## config.mk

```make
export PLATFORM = sky130hd
export DESIGN_NAME = grey_tag_rx
export DESIGN_NICKNAME = d
export VERILOG_FILES = /design/src/rtl/grey_tag_rx_pkg.sv /design/src/rtl/grey_tag_rx_sync.sv /design/src/rtl/grey_tag_rx.sv
export SDC_FILE = /design/constraint.sdc
export NUM_CORES = 1
export LEC_CHECK = 0
export BUFFER_PORTS_ARGS = -buffer_cell sky130_fd_sc_hd__buf_2
export CORE_UTILIZATION = 61
export DETAILED_ROUTE_END_ITERATION = 12
export PLACE_DENSITY_LB_ADDON = 0.15
export SYNTH_ARGS = -nofsm -noshare
export SYNTH_HDL_FRONTEND = slang
export SYNTH_SLANG_ARGS = --single-unit
```

## constraint.sdc

```tcl
create_clock -name clkIn -period 6.3 [get_ports clkIn]
set_clock_uncertainty 0.05 [all_clocks]
set_input_delay 0.945 -clock clkIn [delete_from_list [all_inputs] [get_ports clkIn]]
set_output_delay 0.945 -clock clkIn [all_outputs]
set_load 0.02 [all_outputs]
```

## src/rtl/grey_tag_rx_pkg.sv

```systemverilog
// Shared types and grey/binary conversion helpers for the grey-tagged byte receiver.
// Helpers work on a 32-bit maximum width; narrower tags are zero-extended by the caller.
`timescale 1ns/1ps
package cdc_pkg;

  localparam int MAX_GREY_W = 32;

  typedef enum logic {LOCKED = 1'b0, HUNT = 1'b1} lock_state_t;

  function automatic logic [MAX_GREY_W-1:0] grey2bin(input logic [MAX_GREY_W-1:0] g);
    logic [MAX_GREY_W-1:0] b;
    b[MAX_GREY_W-1] = g[MAX_GREY_W-1];
    for (int i = MAX_GREY_W-2; i >= 0; i--) b[i] = b[i+1] ^ g[i];
    return b;
  endfunction

  function automatic logic [MAX_GREY_W-1:0] bin2grey(input logic [MAX_GREY_W-1:0] b);
    return b ^ (b >> 1);
  endfunction

endpackage

```

## src/rtl/grey_tag_rx_sync.sv

```systemverilog
// Brings the {tag, byte} word into clkIn and flags each new tag once it is stable in S3.
// The byte is captured one stage after the tag so it has settled by the time the tag moves.
`timescale 1ns/1ps
module grey_tag_sync
  import cdc_pkg::*;
#(
  parameter int GREY_WIDTH = 8
) (
  input  logic                  i_clk,
  input  logic                  i_rst,
  input  logic [GREY_WIDTH+7:0] i_tag_data,
  output logic [GREY_WIDTH-1:0] o_tag,
  output logic [7:0]            o_data,
  output logic                  o_eval
);

  (* ASYNC_REG = "TRUE" *) logic [GREY_WIDTH-1:0] r_s1_tag;
  (* ASYNC_REG = "TRUE" *) logic [GREY_WIDTH-1:0] r_s2_tag;
  (* ASYNC_REG = "TRUE" *) logic [7:0]            r_s2_data;
  logic [GREY_WIDTH-1:0] r_s3_tag;
  logic [7:0]            r_s3_data;
  logic                  r_new_tag;
  logic                  w_new_tag;

  assign w_new_tag = (r_s3_tag != r_s2_tag);

  always_ff @(posedge i_clk or posedge i_rst) begin
    if (i_rst) begin
      r_s1_tag  <= '0;
      r_s2_tag  <= '0;
      r_s2_data <= '0;
      r_s3_tag  <= '0;
      r_s3_data <= '0;
      r_new_tag <= 1'b0;
    end else begin
      r_s1_tag  <= i_tag_data[GREY_WIDTH+7:8];
      r_s2_tag  <= r_s1_tag;
      r_s2_data <= i_tag_data[7:0];
      r_s3_tag  <= r_s2_tag;
      r_s3_data <= r_s2_data;
      r_new_tag <= w_new_tag;
    end
  end

  assign o_tag  = r_s3_tag;
  assign o_data = r_s3_data;
  assign o_eval = r_new_tag;

endmodule

```

## src/rtl/grey_tag_rx.sv

```systemverilog
// Grey-tagged byte receiver: sequence check, lock/hunt FSM, registered strobes and
// a saturating error counter. Reset state mirrors the transmitter reset (tag gray(0)).
`timescale 1ns/1ps
module grey_tag_rx
  import cdc_pkg::*;
#(
  parameter int GREY_WIDTH    = 8,
  parameter int LOCK_CNT      = 4,
  parameter int UNLOCK_CNT    = 2,
  parameter int ERR_CNT_WIDTH = 16
) (
  input  logic                     clkIn,
  input  logic                     rstIn,
  input  logic [GREY_WIDTH+7:0]    tagDataIn,
  output logic [7:0]               rdDataOut,
  output logic                     rdDataValidOut,
  output logic                     rdDataErrOut,
  output logic                     lockedOut,
  output logic [ERR_CNT_WIDTH-1:0] errCntOut
);

  logic [GREY_WIDTH-1:0]    w_tag;
  logic [7:0]               w_data;
  logic                     w_eval;
  logic [GREY_WIDTH-1:0]    w_rx_bin;
  logic                     w_good;

  lock_state_t              r_state;
  logic [GREY_WIDTH-1:0]    r_last_bin;
  logic [3:0]               r_bad_run;
  logic [3:0]               r_good_run;
  logic [ERR_CNT_WIDTH-1:0] r_err_cnt;
  logic [7:0]               r_data;
  logic                     r_valid;
  logic                     r_err;
  logic                     r_locked;

  grey_tag_sync #(.GREY_WIDTH(GREY_WIDTH)) u_sync (
    .i_clk      (clkIn),
    .i_rst      (rstIn),
    .i_tag_data (tagDataIn),
    .o_tag      (w_tag),
    .o_data     (w_data),
    .o_eval     (w_eval)
  );

  // Modular compare makes the all-ones -> zero wrap count as in sequence.
  assign w_rx_bin = GREY_WIDTH'(grey2bin(MAX_GREY_W'(w_tag)));
  assign w_good   = (w_rx_bin == GREY_WIDTH'(r_last_bin + 1'b1));

  always_ff @(posedge clkIn or posedge rstIn) begin
    if (rstIn) begin
      r_state    <= LOCKED;
      r_last_bin <= '0;
      r_bad_run  <= '0;
      r_good_run <= '0;
      r_err_cnt  <= '0;
      r_data     <= '0;
      r_valid    <= 1'b0;
      r_err      <= 1'b0;
      r_locked   <= 1'b1;
    end else begin
      r_valid <= 1'b0;
      r_err   <= 1'b0;
      if (w_eval) begin
        r_last_bin <= w_rx_bin;
        case (r_state)
          LOCKED: begin
            r_data <= w_data;
            if (w_good) begin
              r_valid   <= 1'b1;
              r_bad_run <= '0;
            end else begin
              r_err <= 1'b1;
              if (r_err_cnt != '1) r_err_cnt <= r_err_cnt + ERR_CNT_WIDTH'(1);
              r_bad_run <= r_bad_run + 4'd1;
              if (r_bad_run + 4'd1 == 4'(UNLOCK_CNT)) begin
                r_state    <= HUNT;
                r_good_run <= '0;
                r_locked   <= 1'b0;
              end
            end
          end
          HUNT: begin
            // Bytes are discarded here; the word that completes the lock run is not delivered.
            if (w_good) begin
              r_good_run <= r_good_run + 4'd1;
              if (r_good_run + 4'd1 == 4'(LOCK_CNT)) begin
                r_state   <= LOCKED;
                r_bad_run <= '0;
                r_locked  <= 1'b1;
              end
            end else begin
              r_good_run <= '0;
            end
          end
          default: r_state <= LOCKED;
        endcase
      end
    end
  end

  assign rdDataOut      = r_data;
  assign rdDataValidOut = r_valid;
  assign rdDataErrOut   = r_err;
  assign lockedOut      = r_locked;
  assign errCntOut      = r_err_cnt;

endmodule

```

==> reports/qor.yml, run 1 <==
headroom_to_the_max_slew_limit: 0.2773
synthSimpleGateAreaFrac: 0.1602
detailroute.via_count: 2350
cp.arrival_ns: 3.41
area_growth_syn_to_layout_pct: 14.51
slew_viol_final: 0
drt_wl_total_um: 6362
ctsLongestPathBuffers: 2
cp_data_required_time_ns: 6.56
synth_top_cell_area_share: 0.5903
routed-wl-met2_um: 3136
wl_per_cell_um: 15.04
hpwlAfterDp_um: 4148
worstSetupEndpointType: "register"
routabilityCongestion: 0.8105
detail_route.vias_per_cell: 5.556
worst_skew_pair.late_latency_ns: 0.36
numClockSinks: 85
synth_cell_type_count: 45
ys_top_cells_by_count: "84 x sky130_fd_sc_hd__dfrtp_1, 43 x sky130_fd_sc_hd__nand2_1, 24 x sky130_fd_sc_hd__xnor2_1"
yosysMostFrequentCell: "sky130_fd_sc_hd__dfrtp_1"
met3RoutedLength_um: 261
max_stage_delay_ns: 0.65
layout.core_utilization: 0.7315
syn-mean-instance-area_um2: 11.95
critical_path_buf_inv_count: 0
postRouteAntennaNets: 0
synth_flop_cell: "sky130_fd_sc_hd__dfrtp_1"
status: "completed"
asyncSetResetFlopFracSynth: 1.000
fmax_mhz: 317.7
cts_tree: "built"
ir_worst_vdd_mv: 0.2563
post_synth_inst_count: 298
synthTopCellsByArea: "sky130_fd_sc_hd__dfrtp_1 59%, sky130_fd_sc_hd__xnor2_1 5.9%, sky130_fd_sc_hd__nand2_1 4.5%, sky130_fd_sc_hd__xor2_1 3.7%, sky130_fd_sc_hd__nand3_1 2.4%"
post_syn_nets: 322
cts_made_buffers: 9
grt_first_pass_wirelength_um: 10850
final_min_period_over_clock_period: 0.4997
path_class: "reg2reg"
placeableCoreArea_um2: 5574
detail_route.iter0.violations: 153
yosys_warning_count: 0
class_of_the_worst_hold_path: "reg2reg"
drt-pass1-iter-count: 4
ctsHtreeMaxLevel: 3
io_buffer_count: 44
crit_path_max_fanout: 17
synth.mux.area_fraction: 0.01546
fill_cells: 390
synthXorXnorAreaFrac: 0.1325
first_global_vias: 2344
drive_gt1_frac: 0.2308
synth_compound_area_frac: 0.05833
max_cap_viol_count: 0
finalCriticalPeriod_ns: 3.148
met1_length_um: 2875
synth.yosys.seq_area_share: 0.5977
antenna_violations_before_repair: 0
grt_start_max_net_pins: 86
p_per_area_nw_per_um2: 349.5
floorplan.rows: 27
setup.reg_to_reg.worst_slack_ns: 3.15
setup_viol: 0
layout.cells.non_filler: 423
fin_setup_tns_ns: 0
cts-resized-gates: 0
dieHeight_um: 78.41
ctsRootBufferMaster: "sky130_fd_sc_hd__clkbuf_8"
timing_worst_slew_pin_value_ns: 1.082
largest_family_of_logic_cells_by_synthesized_area: "simple AND/OR/NAND/NOR gates"
cpLargestDelayFamily: "XOR/XNOR gates"
hold_violations: 0
post-place-cells: 407
globalRoute.totalOverflow: 0
synth_area_leader_cell: "sky130_fd_sc_hd__dfrtp_1"
synth.cell_area_um2: 3561
design.portCount: 45
clk_transition_reported_paths_ns: 0.09
dr.max_layer_used: "met4"
cpMaxStageDelayCell: "sky130_fd_sc_hd__nand4_1"
synth-edff-count: 0
cp_cell_sequence: "xor3_2 > xnor2_4 > xor2_1 > mux2i_1 > nand4_1 > o31ai_1 > a21o_1"
synth.ff_latch_count: 85
grt_setup_unrepaired: "no"
finish.net_count: 370
cts-hold-fix-buffers: 0
chipWidth_um: 78.41
insertedDiodeCount: 0
power.static_leakage_uw: 0.001934
grtUsageTotal: 0.2347
drc: 0
post_cts_buffers: 0
post_synth_fa_ha_maj_area_fraction: 0.02108
design.die.area_um2: 6147
start_kind: "register"
initial_core_util: 0.6388
-- final cells by class --
cell class / count / area, µm² / share of cell area
multi-input cells: 199 / 1380 / 0.3384
clock buffers: 9 / 123.9 / 0.03038
clock inverters: 7 / 103.9 / 0.02547
repair buffers: 45 / 227.7 / 0.05585
flip-flops and latches: 85 / 2128 / 0.5219
inverters: 6 / 23.77 / 0.005830
well taps: 72 / 90.09 / 0.02209
-- where the power goes --
| group | total (µW) | internal [µW] | switching (µW) |
|---|---|---|---|
| registers | 675 | 613 | 61.9 |
| logic | 312 | 133 | 179 |
| clock network | 438 | 229 | 209 |
-- stage by stage --
step	instance area (µm²)	setup WS, ns	hold WS, ns	power (µW)
after floorplan	3561	3.113	0.2812	901.9
after global placement	3850	3.343	0.2815	978.9
after detailed placement	3850	3.210	0.2847	994.5
after CTS	4078	3.185	0.3073	1437
after global routing	4078	2.896	0.3140	1496
final	4078	3.152	0.3038	1425
-- flip-flops by register name (all words and copies together), names as in the netlist, 8 cells and up --
signal / cells
u_sync.o_data: 8
u_sync.r_s2_data: 8
u_sync.o_tag: 8
rdDataOut: 8
errCntOut: 16
u_sync.r_s2_tag: 8
r_last_bin: 8
u_sync.r_s1_tag: 8
-- logic make-up (layout without fill, tap and decap cells) --
logic type | count (synthesis) | after routing
flops | 85 | 85
xor+xnor | 45 | 45
mux | 5 | 5
fa+ha+maj | 6 | 6
compound gates | 29 | 29
simple gates | 114 | 114
buf+inv | 14 | 67
-- metal layers --
layer  vias up  global-route usage
met5         -                   0
met4         0              0.1000
met3        11             0.04419
met2        60              0.3851
met1      1162              0.3087
li1       1117                   -
-- final timing paths --
| check | from | to | cells after the start |
|---|---|---|---|
| hold / removal | u_sync.r_s2_data[3] | u_sync.o_data[3] | 0 |
| setup / recovery | u_sync.o_tag[5] | lockedOut | 7 |
| max in group asynchronous | rstIn | r_good_run[1] | 3 |
| setup reg to reg | u_sync.o_tag[5] | lockedOut | 7 |
| min in group asynchronous | rstIn | u_sync.r_s2_data[5] | 3 |
| hold reg to reg | u_sync.r_s2_data[3] | u_sync.o_data[3] | 0 |
-- cell usage in the layout (no fill, tap or decap), types with 3 or more instances in the layout --
master	synthesis	routed
sky130_fd_sc_hd__ha_1	6	6
sky130_fd_sc_hd__a31o_2	5	5
sky130_fd_sc_hd__xnor2_1	24	24
sky130_fd_sc_hd__dfrtp_1	84	84
sky130_fd_sc_hd__buf_2	0	44
sky130_fd_sc_hd__and3_1	11	11
sky130_fd_sc_hd__a21oi_1	7	7
sky130_fd_sc_hd__inv_1	6	5
sky130_fd_sc_hd__a21o_1	3	3
sky130_fd_sc_hd__clkbuf_8	0	9
sky130_fd_sc_hd__nand3_1	17	17
sky130_fd_sc_hd__mux2_2	4	4
sky130_fd_sc_hd__nor3_1	7	7
sky130_fd_sc_hd__nand2_1	43	43
sky130_fd_sc_hd__nand4_1	8	8
sky130_fd_sc_hd__xor2_1	15	15
sky130_fd_sc_hd__nor2_1	10	10
sky130_fd_sc_hd__nor2b_1	3	3
-- worst reg2reg max path, cell delays in order (launching register included) --
cell,delay [ns]
sky130_fd_sc_hd__dfrtp_1,0.40
sky130_fd_sc_hd__xor3_2,0.55
sky130_fd_sc_hd__xnor2_4,0.27
sky130_fd_sc_hd__xor2_1,0.25
sky130_fd_sc_hd__mux2i_1,0.32
sky130_fd_sc_hd__nand4_1,0.65
sky130_fd_sc_hd__o31ai_1,0.49
sky130_fd_sc_hd__a21o_1,0.12
No activity file was read; power rests on OpenSTA's default activity.
==> inputs of run 2 (changes only) <==
Settings changed: CORE_UTILIZATION 61 to 51.
Clock period 6.3 ns to 2.8 ns, I/O delays scaled along.
==> reports/qor.yml, run 2 (synthesized netlist as in run 1, its figures left out) <==
net-switching-power_uw: 974.5
grt_setup_unrepaired: "no"
floorplan.rows: 30
fill_cells: 536
detail_route.iter0.violations: 103
postRouteAntennaNets: 0
routabilityCongestion: 0.8083
grtUsageTotal: 0.1917
area_growth_syn_to_layout_pct: 17.92
most-common-layout-cells: "84 x sky130_fd_sc_hd__dfrtp_1, 44 x sky130_fd_sc_hd__buf_2, 43 x sky130_fd_sc_hd__nand2_1"
first_global_vias: 2292
insertedDiodeCount: 0
globalRoute.totalOverflow: 0
pwr-share-comb: 0.235
timing_worst_slew_pin_value_ns: 0.7277
worstSetupEndpointType: "register"
drive_gt1_frac: 0.2692
slew_viol_final: 0
grt_start_max_net_pins: 44
setup_viol: 0
dpl-instance-area_um2: 3963
initial_core_util: 0.5270
ctsRootBufferMaster: "sky130_fd_sc_hd__clkbuf_8"
placeableCoreArea_um2: 6756
crit_path_max_fanout: 6
fmax_mhz: 374.2
numClockSinks: 85
cp.arrival_ns: 2.85
status: "completed"
fin_setup_tns_ns: 0
start_kind: "register"
final_min_period_over_clock_period: 0.9544
cpMaxStageDelayCell: "sky130_fd_sc_hd__or4_4"
power_report.internal_total_uw: 2148
wl_per_cell_um: 14.13
finish.net_count: 383
class_of_the_worst_hold_path: "in2async"
ctsHtreeMaxLevel: 3
ctsLongestPathBuffers: 2
design.die.area_um2: 7321
most_common_cell_after_layout_fill_and_taps_aside: "sky130_fd_sc_hd__dfrtp_1"
grt_first_pass_wirelength_um: 10790
switching_share: 0.3120
cp_cell_sequence: "xor3_2 > xnor2_4 > xnor3_1 > nor3b_2 > and4_4 > or4_4 > xnor2_2"
drt-pass1-iter-count: 5
cp_data_required_time_ns: 2.98
largest_register_ff_count: 16
cts-hold-fix-buffers: 0
max_stage_delay_ns: 0.54
pwr-share-clk: 0.280
worst_skew_pair.late_latency_ns: 0.34
drt_wl_total_um: 6275
hpwlAfterDp_um: 4434
detail_route.vias_per_cell: 5.336
cts_made_buffers: 9
antenna_violations_before_repair: 0
power.static_leakage_uw: 0.001997
finish.instance_area_um2: 4199
path_class: "reg2reg"
detailroute.via_count: 2369
drc: 0
hold_violations: 0
clk_transition_reported_paths_ns: 0.09
chipWidth_um: 85.56
ir_worst_vdd_mv: 0.5225
headroom_to_the_max_slew_limit: 0.5143
seqPwrFrac: 0.485
max_cap_viol_count: 0
p_per_area_nw_per_um2: 743.7
dieHeight_um: 85.56
finalCriticalPeriod_ns: 2.672
cts_tree: "built"
total_power_uw: 3123
design.portCount: 45
io_buffer_count: 44
[run 2: repair_timing]
item	4_1_cts	5_1_grt
setup endpoints to repair	0	12
setup buffers	0	1
hold endpoints to repair	0	0
gates resized for setup	0	4
[run 2: worst max-delay path: cells and delay by family (launching register included)]
family	cells	cell delay [ns]
XOR/XNOR	4	1.21
flip-flops	1	0.36
AND/OR/NAND/NOR	3	0.93
[run 2: layout make-up]
| cell class | instances | area [µm²] | area share |
|---|---|---|---|
| sequential | 85 | 2128 | 0.5069 |
| tap | 80 | 100.1 | 0.02384 |
| multi-input combinational | 199 | 1403 | 0.3340 |
| clock inverter | 6 | 68.82 | 0.01639 |
| inverter | 6 | 23.77 | 0.005661 |
| clock buffer | 10 | 137.6 | 0.03278 |
| timing repair buffer | 58 | 337.8 | 0.08045 |
[run 2: power groups by stage]
stage | sequential [µW] | combinational (µW) | clock, µW
detailed placement | 1540 | 716 | 0
global route | 1540 | 818 | 940
floorplan | 1610 | 418 | 0
finish | 1510 | 735 | 875
global placement | 1530 | 695 | 0
CTS | 1520 | 719 | 894
[run 2: metal layers]
layer | global-route usage | part of all wire | up-vias | routed length (µm)
li1 | - | - | 1144 | -
met1 | 0.2636 | 0.47 | 1172 | 2968
met2 | 0.3011 | 0.48 | 46 | 3026
met3 | 0.03272 | 0.028 | 7 | 178
met4 | 0.08939 | 0.016 | 0 | 101
met5 | 0 | 0 | - | 0
[run 2: final timing paths]
path                                startpoint            endpoint  slack [ns]  cells past startpoint
min reg2reg                u_sync.r_s2_data[4]    u_sync.o_data[4]        0.30                      0
max                            u_sync.o_tag[5]       errCntOut[13]        0.13                      7
min in group clkIn               tagDataIn[15]  u_sync.r_s1_tag[7]        0.12                      1
min                                      rstIn  u_sync.r_s1_tag[6]        0.12                      2
max in group asynchronous                rstIn        rdDataOut[2]        1.97                      3
max reg2reg                    u_sync.o_tag[5]       errCntOut[13]        0.13                      7
[run 2: stage by stage]
step                      utilization  instances  setup slack [ns]  hold slack (ns)
after global routing           0.6215        444          0.006638           0.1095
after detailed placement       0.5865        427           0.04607           0.2855
after CTS                      0.6170        443           0.01075           0.1077
after floorplan                     -        298           0.03507           0.2812
after global placement         0.5865        427            0.1155           0.2813
final                          0.6215        444            0.1276           0.1160
